## src/rtl/serial_full_adder.sv

```systemverilog
// ============================================================================
// Module   : serial_full_adder
// Brief    : Bit-serial adder, LSB-first, one full-adder bit per clock through
//            a single carry flop. The optional signed-overflow output is
//            enabled by defining SIGNED_OVF_EN.
// Revision : 1.0 - initial release
// ============================================================================
`default_nettype none

module serial_full_adder #(
    parameter int WIDTH = 8
) (
    input  logic             clk,
    input  logic             rst,
    input  logic             start,
    input  logic [WIDTH-1:0] a,
    input  logic [WIDTH-1:0] b,
    input  logic             cin,
    output logic             busy,
    output logic             done,
    output logic [WIDTH-1:0] sum,
    output logic             cout
`ifdef SIGNED_OVF_EN
    ,
    output logic             ovf
`endif
);

    localparam int CNT_W = (WIDTH > 1) ? $clog2(WIDTH) : 1;
    localparam logic [CNT_W-1:0] c_last = CNT_W'(WIDTH - 1);

    typedef enum logic [1:0] {
        S_IDLE  = 2'd0,
        S_SHIFT = 2'd1,
        S_DONE  = 2'd2
    } state_t;

    state_t           r_state;
    state_t           w_next_state;
    logic [WIDTH-1:0] r_sa;
    logic [WIDTH-1:0] r_sb;
    logic [WIDTH-1:0] r_res;
    logic             r_carry;
    logic [CNT_W-1:0] r_count;
    logic             w_accept;
    logic             w_last;
    logic             w_s;
    logic             w_c;

    assign w_accept = start && ((r_state == S_IDLE) || (r_state == S_DONE));
    assign w_last   = (r_state == S_SHIFT) && (r_count == c_last);
    assign w_s      = r_sa[0] ^ r_sb[0] ^ r_carry;
    assign w_c      = (r_sa[0] & r_sb[0]) | (r_sa[0] & r_carry) | (r_sb[0] & r_carry);

    always_ff @(posedge clk or posedge rst) begin
        if (rst) begin
            r_state <= S_IDLE;
        end else begin
            r_state <= w_next_state;
        end
    end

    always_comb begin
        w_next_state = r_state;
        case (r_state)
            S_IDLE:  if (start) w_next_state = S_SHIFT;
            S_SHIFT: if (w_last) w_next_state = S_DONE;
            S_DONE:  w_next_state = start ? S_SHIFT : S_IDLE;
            default: w_next_state = S_IDLE;
        endcase
    end

`ifdef SIGNED_OVF_EN
    logic r_cmsb;

    // Carry into the MSB is the carry flop value while the last bit is processed.
    always_ff @(posedge clk or posedge rst) begin
        if (rst) begin
            r_cmsb <= 1'b0;
            ovf    <= 1'b0;
        end else begin
            if (w_last) r_cmsb <= r_carry;
            if (r_state == S_DONE) ovf <= r_cmsb ^ r_carry;
        end
    end
`endif

    // Handshake and result outputs lag the FSM by one cycle, so sum/cout/done
    // appear together and never expose partial results.
    always_ff @(posedge clk or posedge rst) begin
        if (rst) begin
            busy    <= 1'b0;
            done    <= 1'b0;
            sum     <= '0;
            cout    <= 1'b0;
            r_sa    <= '0;
            r_sb    <= '0;
            r_res   <= '0;
            r_carry <= 1'b0;
            r_count <= '0;
        end else begin
            busy <= (r_state == S_SHIFT);
            done <= (r_state == S_DONE);
            if (r_state == S_DONE) begin
                sum  <= r_res;
                cout <= r_carry;
            end
            if (w_accept) begin
                r_sa    <= a;
                r_sb    <= b;
                r_carry <= cin;
                r_res   <= '0;
                r_count <= '0;
            end else if (r_state == S_SHIFT) begin
                r_sa    <= r_sa >> 1;
                r_sb    <= r_sb >> 1;
                r_res   <= {w_s, r_res[WIDTH-1:1]};
                r_carry <= w_c;
                r_count <= r_count + 1'b1;
            end
        end
    end

endmodule

`default_nettype wire

```

## config.mk

```make
export PLATFORM = sky130hd
export DESIGN_NAME = serial_full_adder
export DESIGN_NICKNAME = d
export VERILOG_FILES = /design/src/rtl/serial_full_adder.sv
export SDC_FILE = /design/constraint.sdc
export NUM_CORES = 1
export LEC_CHECK = 0
export BUFFER_PORTS_ARGS = -buffer_cell sky130_fd_sc_hd__buf_2
export CAP_MARGIN = 20
export CORE_UTILIZATION = 59
export DETAILED_ROUTE_END_ITERATION = 8
export MAX_ROUTING_LAYER = met4
export PLACE_DENSITY = 0.83
export SLEW_MARGIN = 10
export SYNTH_ARGS = -nofsm -noshare
export SYNTH_HDL_FRONTEND = slang
export SYNTH_SLANG_ARGS = --single-unit
export TNS_END_PERCENT = 100
```

## constraint.sdc

```tcl
create_clock -name clk -period 1.9 [get_ports clk]
set_input_delay 0.095 -clock clk [delete_from_list [all_inputs] [get_ports clk]]
set_output_delay 0.095 -clock clk [all_outputs]
set_load 0.01 [all_outputs]
```

==> impl_results.md <==
- Most common cell in the netlist: dfrtp_1
- First-pass GRT wire length: 5730 um
- WL per Instance: 15.0 um
- GRT overflow: 0
- Reg area: 1030 sq um
- Synthesized cell area: 1880 sq um
- Synth async-reset ratio: 1.00
- Detailed Place HPWL: 2330 um
- CP Launch Type: flip-flop
- Max Buffers Root-to-Sink: 2
- WP data arrival: 1520 ps
- Pwr dens: 1650 nW/um^2
- Worst hold slack: 24.7 ps
- Max VDD drop: 0.000785 V
- CTS root buf: clkbuf_4
- Clock slew at reported path FFs: 120 ps
- Max Cap Viol: 0
- Ports: 31
- Post-Route WL: 3380 um
- Leak Pwr: 1.02 nW
- Largest net degree at the start of global routing: 42
- Antenna Cells: 0
- Status: completed
- Predominant post-synthesis flop cell: dfrtp_1
- Setup violators final: 0
- Initial Util: 0.621
- GRT Total Usage: 0.242
- Commonest cells post-synth: 41 x dfrtp_1, 12 x a22o_1
- Final Max Tran Viols: 0
- Initial antenna violation count: 0
- Largest cells by area after synthesis: dfrtp_1 55%, mux2_4 5.6%, a22o_1 5.6%
- Setup crit end kind: flip-flop
- Worst Path Required: 2150 ps
- Post-CTS Setup Bufs: 0
- Area of the multi-input gates: 733 sq um
- Layout cells sized above 1: 0.304
- Synth warnings: 0
- Post-synthesis sequential area ratio: 0.546
- Avg Inst Size Synth: 12.7 sq um
- Clock Skews: 8.35 ps
- Worst-Margin Slew: 500 ps
- DRT Pass-1 Iters: 4
- Worst-path maximum fanout: 12
- Die Ht: 58.4 um
- Setup CP Type: flip-flop to flip-flop
- Core area: 3030 sq um
- Die width: 58.4 um
- Slew margin rel.: 0.666
- Syn_nets: 171
- FILL cells: 224
- CTS tree: done
- Routability cong.: 0.725
- Final Hold Vio Count: 0
- Worst skew pair latency: 340 ps
- Share of the synthesized area in the top cell type: 0.546
- TritonCTS Buffers: 5
- Placed cell area: 2010 sq um
- DR iter-0 viols: 33
- Clock Sinks: 41
- Synth unique cells: 29
- DRC: 0
- Row cnt: 20
- Post-DR vias/cell: 5.53
- H-tree depth: 2
- DR vias: 1,245
- Cells after synthesis: 148
- Layout Area Growth over Synthesis: 14.2%
- Fmax: 782 MHz
- HP Class: input port to flip-flop
- Yosys reg bits: 41
- ANT nets after route: 0
- Tmin final: 1280 ps
- Post-route clock period utilization: 0.673
- RSZ-0062 raised after global routing: false
- Post-synth EDFFs: 0
- Port bufs: 30
- Die ar.: 3420 sq um
- NumNets Final: 203
- Final design area excluding fillers: 2150 sq um
- Cell accounting for the most synthesized area: dfrtp_1
- Vias in the first global route: 1,232
- Setup tns final: 0 ps
area by class of cell:
type                    count  share of cell area
clock buffers               5              0.0175
flip-flops and latches     41               0.478
repair buffers             36              0.0944
well taps                  44              0.0256
multi-input cells          90               0.341
clock inverters             3              0.0303
inverters                   6              0.0128
final timing paths:
| path | slack, ps | endpoint | cells after the start | startpoint |
|---|---|---|---|---|
| setup / recovery | 620 | r_carry | 3 | r_state[0] |
| min in group asynchronous | 390 | r_sb[0] | 4 | rst |
| hold / removal | 20 | r_sb[3] | 3 | b[3] |
| hold reg to reg | 490 | cout | 2 | cout |
| setup reg to reg | 620 | r_carry | 3 | r_state[0] |
| max in group asynchronous | 1140 | r_sa[6] | 4 | rst |
sequential cells by signal (all words and copies together), names as in the netlist:
register,flops
r_res,8
r_sa,8
r_sb,8
sum,8
r_count,3
r_state,2
busy,1
cout,1
done,1
r_carry,1
critical path, stage by stage (launching register included):
cell and delay, ps:
dfrtp_1 470, nor2b_2 320, nor2_4 140, a221oi_1 260
report_power, final:
| part | leakage, nW | internal [W] | switching, W |
|---|---|---|---|
| logic | 0.462 | 0.000671 | 0.000656 |
| registers | 0.502 | 0.00127 | 0.000273 |
| clock network | 0.0552 | 0.000407 | 0.000271 |
| total | 1.02 | 0.00235 | 0.00120 |
cells in the final DEF (no fill, tap or decap), types with 2 or more instances in the layout:
| cell | netlist | layout |
|---|---|---|
| clkbuf_4 | 0 | 5 |
| a22o_1 | 12 | 12 |
| ha_1 | 2 | 2 |
| mux2_4 | 7 | 7 |
| dfrtp_1 | 41 | 41 |
| buf_2 | 2 | 30 |
| inv_1 | 5 | 5 |
| nor2b_1 | 10 | 10 |
| buf_4 | 3 | 3 |
| mux2i_1 | 10 | 10 |
| bufinv_16 | 0 | 2 |
| o21ai_0 | 2 | 2 |
| dlygate4sd3_1 | 0 | 3 |
| mux2_2 | 2 | 2 |
| a21oi_1 | 10 | 10 |
| nor3_1 | 4 | 4 |
| nand2b_4 | 2 | 2 |
| o22ai_1 | 4 | 4 |
| a211oi_1 | 10 | 10 |
| nor2_1 | 6 | 6 |
metal layers:
layer,GRT usage,vias up,wire length [um],share of wire
met5,-,-,0,0
met2,0.363,28,1670,0.49
li1,-,596,-,-
met1,0.311,615,1530,0.45
met4,0.129,0,68,0.020
met3,0.0505,6,124,0.037
what timing repair did:
action	4_1_cts	5_1_grt
hold buffers	3	0
endpoints found under the hold margin	43	0
resized for setup	0	0
metrics by stage:
step / setup WS [ps] / util / std cells / total power [W]
2_1_floorplan: 701 / - / 148 / 0.00259
3_3_place_gp: 646 / 0.665 / 214 / 0.00277
4_1_cts: 625 / 0.709 / 225 / 0.00358
3_5_place_dp: 600 / 0.665 / 214 / 0.00289
5_1_grt: 530 / 0.709 / 225 / 0.00380
6_report: 622 / 0.709 / 225 / 0.00355
kinds of logic (layout without fill, tap and decap cells):
kind of cell / after synthesis / after routing / synth area share
buffers and inverters: 17 / 50 / 0.0639
AO/OA/AOI/OAI: 40 / 40 / 0.150
flip-flops: 41 / 41 / 0.546
multiplexers: 19 / 19 / 0.121
AND/OR/NAND/NOR: 27 / 27 / 0.0899
XOR/XNOR: 1 / 1 / 0.00466
adder cells (fa/ha/maj): 3 / 3 / 0.0240
No activity file was read; power rests on OpenSTA's default activity.
